[src/rtl/mem_req_pkg.sv]
// ---------------------------------------------------------------------------
// mem_req_pkg
// Shared definitions for the data-side request issuer:
//   - MEMOP_* load/store op encodings driven by EXE
//   - SIZE_* bus transfer size codes
//   - req_state_t FSM state type
//   - decode_op(): op/offset/rt -> write flag, size, byte strobes, lane data
// ---------------------------------------------------------------------------
package mem_req_pkg;

    localparam logic [3:0] MEMOP_LB  = 4'd0;
    localparam logic [3:0] MEMOP_LBU = 4'd1;
    localparam logic [3:0] MEMOP_LH  = 4'd2;
    localparam logic [3:0] MEMOP_LHU = 4'd3;
    localparam logic [3:0] MEMOP_LW  = 4'd4;
    localparam logic [3:0] MEMOP_LWL = 4'd5;
    localparam logic [3:0] MEMOP_LWR = 4'd6;
    localparam logic [3:0] MEMOP_SB  = 4'd8;
    localparam logic [3:0] MEMOP_SH  = 4'd9;
    localparam logic [3:0] MEMOP_SW  = 4'd10;
    localparam logic [3:0] MEMOP_SWL = 4'd11;
    localparam logic [3:0] MEMOP_SWR = 4'd12;

    localparam logic [1:0] SIZE_BYTE = 2'd0;
    localparam logic [1:0] SIZE_HALF = 2'd1;
    localparam logic [1:0] SIZE_WORD = 2'd2;

    typedef enum logic {
        ST_IDLE = 1'b0,
        ST_REQ  = 1'b1
    } req_state_t;

    typedef struct packed {
        logic        wr;
        logic [1:0]  size;
        logic [3:0]  wstrb;
        logic [31:0] wdata;
        logic        word_align;   // bus address forced to a word boundary
    } req_fields_t;

    function automatic req_fields_t decode_op(input logic [3:0]  op,
                                              input logic [1:0]  ofs,
                                              input logic [31:0] rt);
        req_fields_t f;
        f      = '0;
        f.size = SIZE_WORD;
        case (op)
            MEMOP_LB, MEMOP_LBU: f.size = SIZE_BYTE;
            MEMOP_LH, MEMOP_LHU: f.size = SIZE_HALF;
            MEMOP_LWL, MEMOP_LWR: f.word_align = 1'b1;
            MEMOP_SB: begin
                f.wr    = 1'b1;
                f.size  = SIZE_BYTE;
                f.wstrb = 4'b0001 << ofs;
                f.wdata = {4{rt[7:0]}};
            end
            MEMOP_SH: begin
                f.wr    = 1'b1;
                f.size  = SIZE_HALF;
                f.wstrb = ofs[1] ? 4'b1100 : 4'b0011;
                f.wdata = {2{rt[15:0]}};
            end
            MEMOP_SW: begin
                f.wr    = 1'b1;
                f.wstrb = 4'b1111;
                f.wdata = rt;
            end
            MEMOP_SWL: begin
                f.wr         = 1'b1;
                f.word_align = 1'b1;
                case (ofs)
                    2'd0: begin f.wstrb = 4'b0001; f.wdata = {24'd0, rt[31:24]}; end
                    2'd1: begin f.wstrb = 4'b0011; f.wdata = {16'd0, rt[31:16]}; end
                    2'd2: begin f.wstrb = 4'b0111; f.wdata = {8'd0,  rt[31:8]};  end
                    default: begin f.wstrb = 4'b1111; f.wdata = rt; end
                endcase
            end
            MEMOP_SWR: begin
                f.wr         = 1'b1;
                f.word_align = 1'b1;
                case (ofs)
                    2'd0: begin f.wstrb = 4'b1111; f.wdata = rt; end
                    2'd1: begin f.wstrb = 4'b1110; f.wdata = {rt[23:0], 8'd0};  end
                    2'd2: begin f.wstrb = 4'b1100; f.wdata = {rt[15:0], 16'd0}; end
                    default: begin f.wstrb = 4'b1000; f.wdata = {rt[7:0], 24'd0}; end
                endcase
            end
            default: ;   // LW and unused codes: plain word load
        endcase
        return f;
    endfunction

endpackage

[src/rtl/data_req_ctrl_if.sv]
// ---------------------------------------------------------------------------
// data_req_ctrl_if
// SRAM-like data bus between the request issuer (master) and memory (slave).
//   data_req/data_wr/data_size/data_wstrb/data_addr/data_wdata : request
//   data_addr_ok : address accepted, data_data_ok/data_rdata : response
// ---------------------------------------------------------------------------
interface data_req_ctrl_if #(
    parameter int ADDR_W = 32
);
    logic              data_req;
    logic              data_wr;
    logic [1:0]        data_size;
    logic [3:0]        data_wstrb;
    logic [ADDR_W-1:0] data_addr;
    logic [31:0]       data_wdata;
    logic              data_addr_ok;
    logic              data_data_ok;
    logic [31:0]       data_rdata;

    modport master (
        output data_req, data_wr, data_size, data_wstrb, data_addr, data_wdata,
        input  data_addr_ok, data_data_ok, data_rdata
    );

    modport slave (
        input  data_req, data_wr, data_size, data_wstrb, data_addr, data_wdata,
        output data_addr_ok, data_data_ok, data_rdata
    );
endinterface

[src/rtl/data_rsp_fifo.sv]
// ---------------------------------------------------------------------------
// data_rsp_fifo
// In-order response buffer, DEPTH x 32 bit, synchronous clear.
//   clk, resetn : clock, synchronous active-low reset
//   i_clr       : drop all contents (wins over push/pop)
//   i_push/i_wdata : write one entry
//   i_pop       : consume head (ignored when empty)
//   o_rdata     : head entry, o_count : number of stored entries
// ---------------------------------------------------------------------------
module data_rsp_fifo #(
    parameter int DEPTH = 2,
    parameter int CNT_W = $clog2(DEPTH + 1)
) (
    input  logic             clk,
    input  logic             resetn,
    input  logic             i_clr,
    input  logic             i_push,
    input  logic [31:0]      i_wdata,
    input  logic             i_pop,
    output logic [31:0]      o_rdata,
    output logic [CNT_W-1:0] o_count
);
    localparam int               PTR_W = (DEPTH > 1) ? $clog2(DEPTH) : 1;
    localparam logic [PTR_W-1:0] LAST  = PTR_W'(DEPTH - 1);
    localparam logic [CNT_W-1:0] FULL  = CNT_W'(DEPTH);

    logic [31:0]      r_mem [DEPTH];
    logic [PTR_W-1:0] r_wr_ptr;
    logic [PTR_W-1:0] r_rd_ptr;
    logic [CNT_W-1:0] r_count;
    logic             w_push;
    logic             w_pop;

    assign w_pop  = i_pop & (r_count != '0);
    // a full FIFO still accepts a push when the head leaves in the same cycle
    assign w_push = i_push & ((r_count != FULL) | w_pop);

    always_ff @(posedge clk) begin
        if (!resetn || i_clr) begin
            r_wr_ptr <= '0;
            r_rd_ptr <= '0;
            r_count  <= '0;
        end else begin
            if (w_push) r_wr_ptr <= (r_wr_ptr == LAST) ? '0 : r_wr_ptr + 1'b1;
            if (w_pop)  r_rd_ptr <= (r_rd_ptr == LAST) ? '0 : r_rd_ptr + 1'b1;
            r_count <= r_count + CNT_W'(w_push) - CNT_W'(w_pop);
        end
    end

    always_ff @(posedge clk) begin
        if (w_push && !i_clr) r_mem[r_wr_ptr] <= i_wdata;
    end

    assign o_rdata = r_mem[r_rd_ptr];
    assign o_count = r_count;

    a_no_overflow: assert property (@(posedge clk) disable iff (!resetn)
        !(i_push && !i_clr && !w_pop && r_count == FULL));

endmodule

[src/rtl/data_req_ctrl.sv]
// ---------------------------------------------------------------------------
// data_req_ctrl
// Data-side request issuer at the EXE/MEM boundary. Turns EXE load/store ops
// into SRAM-like bus requests, counts outstanding transactions, buffers
// responses in order for MEM and drops responses of flushed requests.
//
// Ports:
//   clk, resetn          : clock, synchronous active-low reset
//   es_req_valid/ready   : EXE op handshake (ready = addr accepted or es_ex bypass)
//   es_op/es_vaddr/es_rt_value/es_ex : op fields from EXE
//   flush                : WB exception/eret kill
//   bus (master)         : data_req/wr/size/wstrb/addr/wdata, addr_ok, data_ok, rdata
//   ms_rsp_valid/rdata/ready : in-order response stream to MEM
//   busy                 : outstanding or buffered transactions present
// Build option:
//   DATA_REQ_PERF_EN     : adds perf_req_cnt / perf_stall_cnt counters
//
// FSM states:
//   state   | meaning
//   ST_IDLE | no request held; a new op may drive data_req combinationally
//   ST_REQ  | request presented but not yet accepted; fields replayed from regs
// ---------------------------------------------------------------------------
module data_req_ctrl
    import mem_req_pkg::*;
#(
    parameter int MAX_OUTST = 2,
    parameter int ADDR_W    = 32
) (
    input  logic              clk,
    input  logic              resetn,
    input  logic              es_req_valid,
    output logic              es_req_ready,
    input  logic [3:0]        es_op,
    input  logic [ADDR_W-1:0] es_vaddr,
    input  logic [31:0]       es_rt_value,
    input  logic              es_ex,
    input  logic              flush,
    data_req_ctrl_if.master   bus,
    output logic              ms_rsp_valid,
    output logic [31:0]       ms_rsp_rdata,
    input  logic              ms_rsp_ready,
    output logic              busy
`ifdef DATA_REQ_PERF_EN
    ,
    output logic [31:0]       perf_req_cnt,
    output logic [31:0]       perf_stall_cnt
`endif
);
    localparam int             CNT_W = $clog2(MAX_OUTST + 1);
    localparam int             SUM_W = CNT_W + 1;
    localparam logic [SUM_W-1:0] LIMIT = SUM_W'(MAX_OUTST);

    req_state_t        r_state;
    req_state_t        w_state_nxt;
    logic              r_wr;
    logic [1:0]        r_size;
    logic [3:0]        r_wstrb;
    logic [ADDR_W-1:0] r_addr;
    logic [31:0]       r_wdata;
    logic              r_kill_pend;
    logic [CNT_W-1:0]  r_outst_cnt;
    logic [CNT_W-1:0]  r_discard_cnt;
    logic [CNT_W-1:0]  w_outst_nxt;
    logic [CNT_W-1:0]  w_fifo_cnt;
    logic [SUM_W-1:0]  w_inflight;
    req_fields_t       w_dec;
    logic [ADDR_W-1:0] w_es_addr;
    logic              w_can_issue;
    logic              w_req;
    logic              w_wr;
    logic [1:0]        w_size;
    logic [3:0]        w_wstrb;
    logic [ADDR_W-1:0] w_addr;
    logic [31:0]       w_wdata;
    logic              w_hs;
    logic              w_drop;
    logic              w_push;
    logic              w_pop;
    logic              w_fifo_valid;

    assign w_dec     = decode_op(es_op, es_vaddr[1:0], es_rt_value);
    assign w_es_addr = w_dec.word_align ? {es_vaddr[ADDR_W-1:2], 2'b00} : es_vaddr;

    // Buffered responses count against the limit too, so a FIFO push can
    // never find the buffer full.
    assign w_inflight  = {1'b0, r_outst_cnt} + {1'b0, w_fifo_cnt};
    assign w_can_issue = es_req_valid & ~es_ex & ~flush & (w_inflight < LIMIT);

    always_comb begin
        w_state_nxt = r_state;
        w_req       = 1'b0;
        w_wr        = 1'b0;
        w_size      = '0;
        w_wstrb     = '0;
        w_addr      = '0;
        w_wdata     = '0;
        if (resetn) begin
            case (r_state)
                ST_IDLE: begin
                    if (w_can_issue) begin
                        w_req   = 1'b1;
                        w_wr    = w_dec.wr;
                        w_size  = w_dec.size;
                        w_wstrb = w_dec.wstrb;
                        w_addr  = w_es_addr;
                        w_wdata = w_dec.wdata;
                        if (!bus.data_addr_ok) w_state_nxt = ST_REQ;
                    end
                end
                ST_REQ: begin
                    // held even across a flush: the bus never sees a withdrawn request
                    w_req   = 1'b1;
                    w_wr    = r_wr;
                    w_size  = r_size;
                    w_wstrb = r_wstrb;
                    w_addr  = r_addr;
                    w_wdata = r_wdata;
                    if (bus.data_addr_ok) w_state_nxt = ST_IDLE;
                end
                default: w_state_nxt = ST_IDLE;
            endcase
        end
    end

    always_ff @(posedge clk) begin
        if (!resetn) r_state <= ST_IDLE;
        else         r_state <= w_state_nxt;
    end

    always_ff @(posedge clk) begin
        if (!resetn) begin
            r_wr    <= 1'b0;
            r_size  <= '0;
            r_wstrb <= '0;
            r_addr  <= '0;
            r_wdata <= '0;
        end else if (r_state == ST_IDLE && w_can_issue) begin
            r_wr    <= w_dec.wr;
            r_size  <= w_dec.size;
            r_wstrb <= w_dec.wstrb;
            r_addr  <= w_es_addr;
            r_wdata <= w_dec.wdata;
        end
    end

    assign bus.data_req   = w_req;
    assign bus.data_wr    = w_wr;
    assign bus.data_size  = w_size;
    assign bus.data_wstrb = w_wstrb;
    assign bus.data_addr  = w_addr;
    assign bus.data_wdata = w_wdata;

    assign w_hs = w_req & bus.data_addr_ok;

    // A killed request still finishes its address phase but must not tell EXE
    // it was consumed.
    assign es_req_ready = resetn &
                          ((w_hs & ~r_kill_pend & ~flush) |
                           (es_req_valid & es_ex & (r_state == ST_IDLE)));

    always_ff @(posedge clk) begin
        if (!resetn)                   r_kill_pend <= 1'b0;
        else if (r_state == ST_REQ) begin
            if (w_hs)                  r_kill_pend <= 1'b0;
            else if (flush)            r_kill_pend <= 1'b1;
        end
    end

    assign w_outst_nxt = r_outst_cnt + CNT_W'(w_hs) - CNT_W'(bus.data_data_ok);
    assign w_drop      = bus.data_data_ok & (r_discard_cnt != '0);
    assign w_push      = bus.data_data_ok & (r_discard_cnt == '0);

    always_ff @(posedge clk) begin
        if (!resetn) begin
            r_outst_cnt   <= '0;
            r_discard_cnt <= '0;
        end else begin
            r_outst_cnt <= w_outst_nxt;
            // Everything still in flight after a flush belongs to killed work;
            // requests killed mid-address-phase are added when they complete.
            if (flush)
                r_discard_cnt <= w_outst_nxt;
            else
                r_discard_cnt <= r_discard_cnt + CNT_W'(w_hs & r_kill_pend) - CNT_W'(w_drop);
        end
    end

    assign w_pop = ms_rsp_ready & w_fifo_valid;

    data_rsp_fifo #(
        .DEPTH (MAX_OUTST),
        .CNT_W (CNT_W)
    ) u_rsp_fifo (
        .clk     (clk),
        .resetn  (resetn),
        .i_clr   (flush),
        .i_push  (w_push),
        .i_wdata (bus.data_rdata),
        .i_pop   (w_pop),
        .o_rdata (ms_rsp_rdata),
        .o_count (w_fifo_cnt)
    );

    assign w_fifo_valid = resetn & (w_fifo_cnt != '0);
    assign ms_rsp_valid = w_fifo_valid;
    assign busy         = resetn & ((r_outst_cnt != '0) | (w_fifo_cnt != '0));

`ifdef DATA_REQ_PERF_EN
    logic [31:0] r_perf_req_cnt;
    logic [31:0] r_perf_stall_cnt;

    always_ff @(posedge clk) begin
        if (!resetn) begin
            r_perf_req_cnt   <= '0;
            r_perf_stall_cnt <= '0;
        end else begin
            if (w_hs)                          r_perf_req_cnt   <= r_perf_req_cnt + 32'd1;
            if (es_req_valid && !es_req_ready) r_perf_stall_cnt <= r_perf_stall_cnt + 32'd1;
        end
    end

    assign perf_req_cnt   = r_perf_req_cnt;
    assign perf_stall_cnt = r_perf_stall_cnt;
`endif

endmodule

[src/flat_wrapper.sv]
// flat-port wrapper written by rule: the top's interface ports become plain ports
module data_req_ctrl_flat import mem_req_pkg::*;
#(
    parameter int MAX_OUTST = 2,
    parameter int ADDR_W    = 32
)
  (clk, resetn, es_req_valid, es_req_ready, es_op, es_vaddr, es_rt_value, es_ex, flush, ms_rsp_valid, ms_rsp_rdata, ms_rsp_ready, busy, bus_data_req, bus_data_wr, bus_data_size, bus_data_wstrb, bus_data_addr, bus_data_wdata, bus_data_addr_ok, bus_data_data_ok, bus_data_rdata);
  data_req_ctrl_if #(.ADDR_W(ADDR_W)) bus_i ();
  input  logic clk;
  input  logic resetn;
  input  logic es_req_valid;
  output logic es_req_ready;
  input  logic [3:0] es_op;
  input  logic [ADDR_W-1:0] es_vaddr;
  input  logic [31:0] es_rt_value;
  input  logic es_ex;
  input  logic flush;
  output logic ms_rsp_valid;
  output logic [31:0] ms_rsp_rdata;
  input  logic ms_rsp_ready;
  output logic busy;
  output wire logic [$bits(bus_i.data_req)-1:0] bus_data_req;
  output wire logic [$bits(bus_i.data_wr)-1:0] bus_data_wr;
  output wire logic [$bits(bus_i.data_size)-1:0] bus_data_size;
  output wire logic [$bits(bus_i.data_wstrb)-1:0] bus_data_wstrb;
  output wire logic [$bits(bus_i.data_addr)-1:0] bus_data_addr;
  output wire logic [$bits(bus_i.data_wdata)-1:0] bus_data_wdata;
  input wire logic [$bits(bus_i.data_addr_ok)-1:0] bus_data_addr_ok;
  input wire logic [$bits(bus_i.data_data_ok)-1:0] bus_data_data_ok;
  input wire logic [$bits(bus_i.data_rdata)-1:0] bus_data_rdata;
  assign bus_data_req = bus_i.data_req;
  assign bus_data_wr = bus_i.data_wr;
  assign bus_data_size = bus_i.data_size;
  assign bus_data_wstrb = bus_i.data_wstrb;
  assign bus_data_addr = bus_i.data_addr;
  assign bus_data_wdata = bus_i.data_wdata;
  assign bus_i.data_addr_ok = bus_data_addr_ok;
  assign bus_i.data_data_ok = bus_data_data_ok;
  assign bus_i.data_rdata = bus_data_rdata;
  data_req_ctrl #(.MAX_OUTST(MAX_OUTST), .ADDR_W(ADDR_W)) u_core (.clk(clk), .resetn(resetn), .es_req_valid(es_req_valid), .es_req_ready(es_req_ready), .es_op(es_op), .es_vaddr(es_vaddr), .es_rt_value(es_rt_value), .es_ex(es_ex), .flush(flush), .bus(bus_i), .ms_rsp_valid(ms_rsp_valid), .ms_rsp_rdata(ms_rsp_rdata), .ms_rsp_ready(ms_rsp_ready), .busy(busy));
endmodule
[config.mk]
export PLATFORM = sky130hd
export DESIGN_NAME = data_req_ctrl_flat
export DESIGN_NICKNAME = d
export VERILOG_FILES = /design/src/rtl/mem_req_pkg.sv /design/src/rtl/data_req_ctrl_if.sv /design/src/rtl/data_rsp_fifo.sv /design/src/rtl/data_req_ctrl.sv /design/src/flat_wrapper.sv
export SDC_FILE = /design/constraint.sdc
export NUM_CORES = 1
export LEC_CHECK = 0
export BUFFER_PORTS_ARGS = -buffer_cell sky130_fd_sc_hd__buf_2
export CAP_MARGIN = 0
export CELL_PAD_IN_SITES_DETAIL_PLACEMENT = 1
export CELL_PAD_IN_SITES_GLOBAL_PLACEMENT = 1
export CORE_ASPECT_RATIO = 0.6
export CORE_MARGIN = 2
export CORE_UTILIZATION = 41
export CTS_BUF_LIST = sky130_fd_sc_hd__clkbuf_8
export CTS_CLUSTER_SIZE = 16
export DETAILED_ROUTE_END_ITERATION = 8
export PLACE_DENSITY = 0.87
export SYNTH_ARGS = -nofsm -noshare
export SYNTH_HDL_FRONTEND = slang
export SYNTH_SLANG_ARGS = --single-unit
[constraint.sdc]
create_clock -name clk -period 5.55 [get_ports clk]
set_input_delay 0.8325 -clock clk [delete_from_list [all_inputs] [get_ports clk]]
set_output_delay 0.8325 -clock clk [all_outputs]
set_load 0.005 [all_outputs]
# Word level (Yosys, flattened, before mapping)
# Memory sizes are Yosys's and may differ from the RTL's. A register that Yosys moved wholly into a read port is not among the register bits.
# Index checks and enable logic that the tools add are counted.
dict set report word_totals {
  mem_bits_rw 64
  rom_bits 0
  register_bits 81
  mem_count 1
  inputBits 108
  out_inout_bits 107
  latch_bits 0
  word_cells 116
}
dict set report classes {
  div 0
  shift 1
  n_eq_ne 13
  bitwise_logic 24
  reduce_logical 17
  mux 38
  addsub 9
  mul 0
  order_cmp 1
}
# name words word_bits rd rd_ports_with_merged_regs write_ports line
set memory_table {}
lappend memory_table {u_core.u_rsp_fifo.r_mem 2 32 1 1 1 data_rsp_fifo.sv:27} ;# logic [31:0] r_mem [DEPTH];
# op n
set op_table {}
lappend op_table {{case mux 36 bit (5 select lines)} 1}
lappend op_table {{2-to-1 mux 32 bit} 4}
lappend op_table {{case mux 32 bit (2 select lines)} 2}
lappend op_table {{case mux 36 bit (3 select lines)} 1}
lappend op_table {{case mux 35 bit (3 select lines)} 1}
lappend op_table {{== test 4 bit, second input constant} 5}
lappend op_table {{bitwise AND 1 bit} 17}
lappend op_table {{2-to-1 mux 1 bit} 16}
lappend op_table {{2-to-1 mux 4 bit} 3}
lappend op_table {{== test 4 x 2 -> 1 bit, second input constant} 2}
lappend op_table {{== test 4 x 3 -> 1 bit, second input constant} 2}
lappend op_table {{2-to-1 mux 2 bit} 4}
lappend op_table {{case mux 2 bit (2 select lines)} 2}
lappend op_table {{case mux 4 bit (2 select lines)} 1}
lappend op_table {{nonzero test 2 bit} 4}
lappend op_table {{case mux 1 bit (2 select lines)} 3}
lappend op_table {{OR reduction 3 bit} 2}
lappend op_table {{subtractor 2 x 1 -> 2 bit} 3}
lappend op_table {{OR reduction 5 bit} 1}
lappend op_table {{adder 2 x 1 -> 2 bit} 2}
lappend op_table {{== test 4 x 1 -> 1 bit, second input constant} 1}
lappend op_table {{zero test 2 bit} 2}
lappend op_table {{zero test 4 bit} 1}
lappend op_table {{inverter 1 bit} 4}
lappend op_table {{14 further kinds} 19}

# Logic depth before layout (Yosys ltp)
# Gate-level depths: netlist of run 1.
dict set report logic_depth {
  ltp_word 12
  ltp_mapped 11
  ltp_nobuf 11
}

# Cells and area by module
# Synthesis of run 1 repeated with hierarchy kept, for this count alone.
dict set report unflattened {
  cells_unflattened 825
  area_unflattened_um2 7865.0
}
# module cells_per_inst n_inst seq_area_each_um2 area_each_um2
set modules_own_cells {}
lappend modules_own_cells {data_req_ctrl 697 1 1541.5 5303.8}
lappend modules_own_cells {data_rsp_fifo 128 1 2021.9 2561.2}

# Worst setup path after synthesis of run 1
# No wires, ideal clock.
dict set report synth_timing {
  kind {in2reg}
  startpoint {input resetn}
  endpoint {memory u_core.u_rsp_fifo.r_mem[1][0] (enable)}
  t_arrival_ps 3713
  n_path_buf 0
  required_time_ps 5082
  slack_ps 1369
  cell_stages 4
  setup_ps 468
  cell_sequence {o21a_1 and2_1 o311ai_2 nor3b_1}
}
dict set report synth_between {
  elab_chain_cells 8
}
# element line
set synth_rtl {}
lappend synth_rtl {{from (decl)} flat_wrapper.sv:10} ;# input logic resetn;
lappend synth_rtl {{bitwise AND 1 bit} data_req_ctrl.sv:204} ;# assign w_fifo_valid = resetn & (w_fifo_cnt != '0);
lappend synth_rtl {{bitwise AND 1 bit} data_req_ctrl.sv:188} ;# assign w_pop = ms_rsp_ready & w_fifo_valid;
lappend synth_rtl {{bitwise AND 1 bit} data_rsp_fifo.sv:34} ;# assign w_pop = i_pop & (r_count != '0);
lappend synth_rtl {{via u_core.u_rsp_fifo.w_pop} data_rsp_fifo.sv:32} ;# logic w_pop;
lappend synth_rtl {{bitwise OR 1 bit} data_rsp_fifo.sv:36} ;# assign w_push = i_push & ((r_count != FULL) | w_pop);
lappend synth_rtl {{bitwise AND 1 bit} data_rsp_fifo.sv:36}
lappend synth_rtl {{logical AND 1 bit} data_rsp_fifo.sv:51} ;# if (w_push && !i_clr) r_mem[r_wr_ptr] <= i_wdata;
lappend synth_rtl {{2-to-1 mux 1 bit} data_rsp_fifo.sv:51}
lappend synth_rtl {{2-to-1 mux 1 bit (implied by the code)} data_rsp_fifo.sv:51}
lappend synth_rtl {{to (decl)} data_rsp_fifo.sv:27}
# The timed path passes the listed nets, and every way through them passes these cells.

# Final worst setup path of run 1
dict set report layout_timing {
  startpoint {register u_core.u_rsp_fifo.r_count[0] (netlist: u_core.u_rsp_fifo.o_count[0])}
  endpoint {output bus_data_wdata[16]}
}
dict set report layout_between {
  elab_chain_cells 6
}
# element line
set layout_rtl {}
lappend layout_rtl {{from (decl)} data_rsp_fifo.sv:30} ;# logic [CNT_W-1:0] r_count;
lappend layout_rtl {{from (signal assigned)} data_rsp_fifo.sv:46} ;# r_count <= r_count + CNT_W'(w_push) - CNT_W'(w_pop);
lappend layout_rtl {{adder 2 x 2 -> 3 bit} data_req_ctrl.sv:86} ;# assign w_inflight = {1'b0, r_outst_cnt} + {1'b0, w_fifo_cnt};
lappend layout_rtl {{< comparator 3 x 2 -> 1 bit} data_req_ctrl.sv:87} ;# assign w_can_issue = es_req_valid & ~es_ex & ~flush & (w_inflight < LIMIT);
lappend layout_rtl {{bitwise AND 1 bit} data_req_ctrl.sv:87}
lappend layout_rtl {{2-to-1 mux 32 bit} data_req_ctrl.sv:100} ;# if (w_can_issue) begin
lappend layout_rtl {{case mux 32 bit (2 select lines)} data_req_ctrl.sv:98} ;# case (r_state)
lappend layout_rtl {{2-to-1 mux 32 bit} data_req_ctrl.sv:97} ;# if (resetn) begin
lappend layout_rtl {{to (decl)} flat_wrapper.sv:27} ;# output wire logic [$bits(bus_i.data_wdata)-1:0] bus_data_wdata;
# Every way passes these cells.

==> results of run 1 <==
## worst paths after layout
check | from | end | slack [ps] | cells after the start
setup reg to reg | u_core.u_rsp_fifo.o_count[0] | u_core.r_wdata[5] | 2610 | 7
hold / removal | u_core.r_wstrb[1] | u_core.r_wstrb[1] | 450 | 2
setup / recovery | u_core.u_rsp_fifo.o_count[0] | bus_data_wdata[16] | 1310 | 8
hold reg to reg | u_core.r_wstrb[1] | u_core.r_wstrb[1] | 450 | 2
## worst register-to-register path: stages (launching register included)
cell and delay [ps]:
dfxtp_1 450, and2_1 190, fa_1 460, nor4_4 370, nand2_1 500, and2_1 350
buf_4 240, a21o_1 250
## area by class of cell
| type | count | area share |
|---|---|---|
| Clock inverter | 15 | 0.0205 |
| Multi-Input combinational cell | 543 | 0.404 |
| Timing Repair Buffer | 224 | 0.126 |
| Sequential cell | 146 | 0.387 |
| Clock buffer | 17 | 0.0254 |
| Tap cell | 240 | 0.0326 |
| Inverter | 14 | 0.00570 |
## Yosys cell counts (3+ instances only)
cell type    n
a211oi_1     6
a21boi_0    70
a21o_1      66
a21oi_1     24
a21oi_2      5
a221oi_1     8
a222oi_1     9
a22oi_1     13
and2_1       8
buf_1        7
buf_2       25
clkbuf_1    21
dfxtp_1     82
edfxtp_1    64
ha_1         6
inv_1       13
mux2_2      40
mux2i_1     34
nand2_1    127
nand2b_1     5
nand3_1      3
nor2_1      42
nor2b_1     11
nor3_1       6
o211ai_1     3
o21ai_0      8
o22a_1       5
o2bb2ai_1    6
xnor2_1      7
## metrics by stage
step           instances  power (W)  hold slack (ps)
6_report            1199    0.00242              455
5_1_grt             1199    0.00252              473
4_1_cts             1199    0.00244              461
3_5_place_dp        1167    0.00154              440
3_3_place_gp        1167    0.00152              431
2_1_floorplan        760    0.00140              423
## logic make-up after synthesis
group	count (synthesis)	share of synthesized area
multiplexers	74	0.104
AO/OA/AOI/OAI	236	0.234
buffers and inverters	71	0.0422
XOR/XNOR	9	0.0104
AND/OR/NAND/NOR	217	0.127
flip-flops	146	0.469
adder cells (fa/ha/maj)	7	0.0125
## per-layer routing
metal  vias to the layer above  part of all wire  global-route usage
met1                      3146              0.47               0.340
met3                        25             0.097              0.0901
li1                       3121                 -                   -
met4                         4            0.0075              0.0523
met2                       282              0.42               0.355
met5                         -            0.0010                   0
## power by group
part / internal, W / leakage (nW) / switching (W)
clock network: 0.000424 / 0.214 / 0.000481
registers: 0.00116 / 1.25 / 0.0000178
logic: 0.000138 / 2.77 / 0.000200
total: 0.00172 / 4.23 / 0.000699
## state kept, by name (all words and copies together), names as in the netlist, 2 cells and up, named ones only
name / count
u_core.r_outst_cnt: 2
u_core.u_rsp_fifo.o_count: 2
u_core.r_addr: 32
u_core.r_wdata: 32
u_core.r_wstrb: 4
u_core.r_size: 2
u_core.u_rsp_fifo.r_mem: 64
u_core.r_discard_cnt: 2
==> metrics list, run 1 <==
* Die extent in x: 180 µm
* Total iterations of the first detailed-routing run: 7
* Count of cells resized by post-cts repair: 0
- Setup slack after layout: 1310 ps
- Via-to-Cell Ratio: 5.49
- Total of hold buffers inserted after clock tree synthesis: 0
* EDFF count, synth: 64
- Sinks on Clock Net: 146
- In this run the cell area measured after placement is 8790 µm².
* Crit path max fanout: 33
* Final Slew Violations: 0
- Clock skew: 24.4 ps
* Filler Cells Inserted: 2,097
- Period minus WS final: 4240 ps
* Hold/Removal Path Class: reg -> reg
* Commonest non-fill, non-tap cells in the layout: buf_2 (214), nand2_1 (127), dfxtp_1 (82)
* Sequential standard cell area: 3560 µm²
* Flip-flop and latch count after synthesis: 146
* Maximum number of pins on one net before global-route repair: 57
- Summing all non-filler instances in the final layout gives an area of 9220 µm².
- The most used flip-flop cell after synthesis is dfxtp_1.
- The initial utilization of the core area, before any placement, comes to 0.419.
- Number of violations of the max-capacitance limit: 0
- Fraction of layout instances using a drive strength above 1: 0.323
* Fin nets: 1,061
- Final design utilization: 0.509
* Clock buffers created by TritonCTS: 17
- Postcts setup bufs: 0
- Among all stages on the critical path, the largest delay is contributed by fa_1.
- After synthesis, the share of flip-flops with an asynchronous set or reset is 0.
- From synthesis to final layout, the design area changed by 21.4%.
- Maximum count of clock buffers along a single path: 2
* Pleak: 4.23 nW
- The die covers 19,700 µm².
* CP endpoint kind: output port
- Yosys printed 0 warnings.
- Across every metal layer, demand over resource in global routing totals 0.242.
* Result of the run: completed
- Vias in the first global route: 6,544
* Yosys top cell by area: edfxtp_1
* Cell class contributing the biggest share of worst-path delay: simple AND/OR/NAND/NOR gates
- The floorplan step defined a core boundary enclosing 18,100 µm².
- Walking the worst path, the cells encountered are and2_1 > fa_1 > nor4_4 > o2111a_2 > nand2_2 > a21oi_1 > a21o_1 > buf_2.
* Delay of the slowest cell on the worst path: 460 ps
- First-pass GRT wire length: 36,900 µm
- The number of endpoints with negative hold slack in the final report came to 0.
- Final total negative setup slack: 0 ps
- Peak VDD IR: 0.152 mV
* Clock root buffer: clkbuf_8
- The number of antenna violations at the first check in global routing came to 3.
- Power density normalized to cell area: 263 nW/µm²
* Standard-cell rows: 38
- The routed layout has 6,578 vias.
- The share of synthesized area in the top cell type comes to 0.253.
- Measured along the y axis, the die boundary spans 109 µm.
- Detailed placement ended at an HPWL of 17,500 µm.
- Measured against its own limit, the worst slew margin works out to 0.315.
- Gate count of the mapped netlist: 760
- Final global-route overflow total: 0
- Final setup violation count: 0
- RSZ-0062 raised after global routing: no
- The final layout contains routed wiring with a total length of 23,800 µm.
- The worst setup path is launched from a flip-flop.
- Routability-driven placement finished with a final weighted congestion of 0.951.
- In this run the mean area of a mapped cell was 9.99 µm².
- The worst setup path is of the reg -> out kind.
* # diodes: 0
- Residual DRC: 0
* Sequential area share after synthesis: 0.469
- Synth Net Count: 875
* Wire length per cell after detailed routing: 19.8 µm
- Counting both buffers and inverters, the worst setup path holds a total of 1.
- The library cell used most frequently in the layout, excluding fill and tap cells, is buf_2.
- Clock-pin slew was measured on the worst setup and hold paths at 110 ps.
- Multi-input gate area: 3720 µm²
- The H-tree generated during clock tree synthesis spans 4 levels.
* CP Data Required Time: 4720 ps
* Number of antenna-violating nets in the routed design: 0
* Maximum clock frequency: 0.236 GHz
* Later-pin clock latency in the skew report: 460 ps
* Transition time at the pin with the least slew margin: 1020 ps
- Input and output buffers added on the ports amount to 214.
- Synth top area cells: edfxtp_1 (25%), dfxtp_1 (22%), a21boi_0 (6.9%)
- After synthesis the cells add up to 7590 µm².
- Pin placement for this block handled 215 I/O pins.
* Count of routing violations after the opening detailed-route iteration: 721
* Distinct cell type count of the synthesized netlist: 56
- STA puts the critical path data arrival time at 3410 ps.
* CTS tree: done
- Dividing the final minimum period by the clock period gives 0.764.
- Setup Slack @ Placement: 1620 ps
Power figures use the tool's default switching activity.
==> run 2, diff against run 1 <==
==> constraint.sdc (replaced) <==
create_clock -name clk -period 4.45 [get_ports clk]
set_input_delay 0.6675 -clock clk [delete_from_list [all_inputs] [get_ports clk]]
set_output_delay 0.6675 -clock clk [all_outputs]
set_load 0.005 [all_outputs]
==> metrics list, run 2 (synthesis results as in run 1) <==
- Result of the run: completed
- Worst endpoint data arrival time: 3270 ps (-140 ps)
- The minimum setup slack among reg-to-reg paths is 1650 ps (-960 ps).
* Later-pin clock latency in the skew report: 460 ps (about the same)
- The min-delay analysis places its worst path in the category in -> reg.
* Fin nets: 1,063 (+0.19%)
* Number of cells traversed by the worst register-to-register path: 7 (unchanged)
* CP endpoint kind: output port
- Final setup violation count: 0 (unchanged)
* Wire length per cell after detailed routing: 19.8 µm (about the same)
* CTS tree: done
* Number of violations of the max-capacitance limit: 0 (unchanged)
- The remaining routing DRC violations was 0 (unchanged).
- The HPWL reported at the end of detailed placement was 17,400 µm (-0.63%).
* Worst hold slack after final layout: 393 ps (-62.4 ps)
* Power density normalized to cell area: 322 nW/µm² (+23%)
* Post-route clock period utilization: 0.884
- The total clock buffers created by CTS came to 17 (unchanged).
- The count of placed standard cells including taps is 1,169 (+0.17%).
- Transition time at the pin with the least slew margin: 955 ps (-66.4 ps)
- Non-filler cells, final: 1,202 (+0.25%)
* Worst setup path category: reg -> out
* Core box area: 18,100 µm² (unchanged)
- Final Hold Fails: 0 (unchanged)
- Fraction of layout instances using a drive strength above 1: 0.325 (+0.00141)
- Count of cells resized by post-cts repair: 0 (unchanged)
- The largest stage delay on the critical path is 460 ps (about the same).
- CP Data Required Time: 3780 ps (-940 ps)
* Maximum clock frequency: 0.254 GHz
* Count of H-tree levels built during CTS: 4 (unchanged)
- The summed negative setup slack over all endpoints was 0 ps (unchanged).
* Total iterations of the first detailed-routing run: 8 (+1)
- In the layout the commonest cells are buf_2 (214), nand2_1 (127), dfxtp_1 (82).
* Routability-driven placement congestion ratio: 0.930 (-2.2%)
- Clock root buffer: clkbuf_8
- The maximum vdd drop was 0.119 mV (-21%).
- Maximum number of pins on one net before global-route repair: 64 (+12%)
* Final design area excluding fillers: 9200 µm² (-0.23%)
- Worst hold path cell count: 1 (-1)
* Die extent in x: 180 µm (unchanged)
* Total wire length: 23,800 µm (+0.19%)
- The placement row count came to 38 (unchanged).
- For hold timing, the worst endpoint is u_core.u_rsp_fifo.r_mem[0][21].
- The die area is 19,700 µm² (unchanged).
- Final Slew Violations: 0 (unchanged)
- The number of sinks driven by the clock tree was 146 (unchanged).
* Initial Util: 0.419 (unchanged)
- Number of antenna-violating nets in the routed design: 0 (unchanged)
* Design Power: 0.00297 W (+22%)
- I/O pins: 215 (unchanged)
- The total vias in the final route was 6,592 (+0.21%).
* Top Registers: u_core.u_rsp_fifo.r_mem: 64 flops, u_core.r_addr: 32 flops, u_core.r_wdata: 32 flops
* Most frequent standard cell in the layout excluding fill and tap cells: buf_2
- In this run the most critical hold path is launched from bus_data_rdata[21].
* Period minus WS final: 3930 ps
* Slowest cell on the critical path: fa_1
* Pleak: 4.23 nW (about the same)
- Setup repair after global routing left no endpoint under its margin.
- Crit path cell chain: and2_1 > fa_1 > nor4_4 > o2111a_2 > nand2_2 > a21oi_1 > a21o_1 > buf_2
- Largest register by flop count: u_core.u_rsp_fifo.r_mem
- Clock skew: 15.1 ps (-9.31 ps)
* Count of routing violations after the opening detailed-route iteration: 584 (-19%)
- The number of antenna violations at the first check in global routing was 1 (-2).
- The via count of the first global-routing pass came to 6,509 (-0.53%).
* Area after detailed placement: 8800 µm² (about the same)
- STA classifies the critical path startpoint as a flip-flop.
- The post-cts hold buffer count is 0 (unchanged).
- In this run the critical register-to-register path is launched from u_core.u_rsp_fifo.o_count[0].
- The flip-flop count of the largest register after layout was 64 (unchanged).
- The via-per-instance ratio was 5.48 (about the same).
- The largest fanout on the critical path came to 33 (unchanged).
- The endpoint identified for the worst register-to-register timing path is u_core.r_wdata[6].
- Final global-route overflow total: 0 (unchanged)
* Global router's overall resource usage: 0.240 (-0.00200)
- Input/output buffers: 214 (unchanged)
- Area overhead of the layout relative to synthesis: 21.1%
- Clock transition at the register clock pins on the worst setup and hold paths after CTS: 100 ps (about the same)
- Maximum count of clock buffers along a single path: 2 (unchanged)
- Worst slew margin relative to its limit: 0.363 (+0.0480)
* Postcts setup bufs: 0 (unchanged)
- The wire length of the first global-routing pass was 36,800 µm (-0.48%).
- Floorplan die height: 109 µm (unchanged)
run 2: cell types whose count changed in the layout (fill, tap and decap cells not counted), sizes merged:
cell,change
buf,+2
clkinv,+2
bufinv,-1
clkinvlp,-1
diode,+1
run 2: layout make-up:
cell class	instances	area, µm²
diodes	1	2.50
clock buffers	17	234
clock inverters	15	163
fillers	2123	8920
inverters	14	52.6
multi-input cells	543	3720
flip-flops and latches	146	3560
well taps	240	300
repair buffers	226	1160
run 2: worst max-delay path, delay by kind of cell (launching register included):
| kind | cells | cell delay, ps |
|---|---|---|
| buffers and inverters | 1 | 140 |
| flip-flops | 1 | 440 |
| AND/OR/NAND/NOR | 3 | 950 |
| adder cells (fa/ha/maj) | 1 | 460 |
| AO/OA/AOI/OAI | 3 | 820 |
run 2: how the worst max path moves through the flow:
| stage | startpoint | to | slack [ps] | depth (start not counted) |
|---|---|---|---|---|
| floorplan | resetn | u_core.u_rsp_fifo.r_mem[1][0] | 430 | 4 |
| global placement | es_vaddr[1] | bus_data_wdata[15] | 760 | 7 |
| detailed placement | es_vaddr[1] | bus_data_wdata[15] | 730 | 7 |
| CTS | u_core.u_rsp_fifo.o_count[0] | bus_data_wdata[11] | 460 | 8 |
| global route | u_core.u_rsp_fifo.o_count[0] | bus_data_addr[0] | 270 | 8 |
| finish | u_core.u_rsp_fifo.o_count[0] | bus_data_wdata[11] | 520 | 8 |
run 2: stage by stage:
step | setup slack, ps | utilization
final | 516 | 0.508
after global routing | 275 | 0.508
after CTS | 455 | 0.508
after detailed placement | 727 | 0.486
after global placement | 757 | 0.486
after floorplan | 434 | -
run 2: power breakdown:
group / internal [W] / switching, W / total (W)
registers: 0.00145 / 0.0000225 / 0.00147
clock network: 0.000470 / 0.000608 / 0.00108
logic: 0.000169 / 0.000245 / 0.000415
total: 0.00209 / 0.000876 / 0.00297
run 2: routing by layer:
| layer | GRT usage | vias to the layer above | share of wire |
|---|---|---|---|
| met5 | 0 | - | 0 |
| met1 | 0.332 | 3194 | 0.47 |
| met4 | 0.0563 | 0 | 0.0087 |
| met2 | 0.362 | 255 | 0.43 |
| met3 | 0.0828 | 22 | 0.090 |
| li1 | - | 3121 | - |
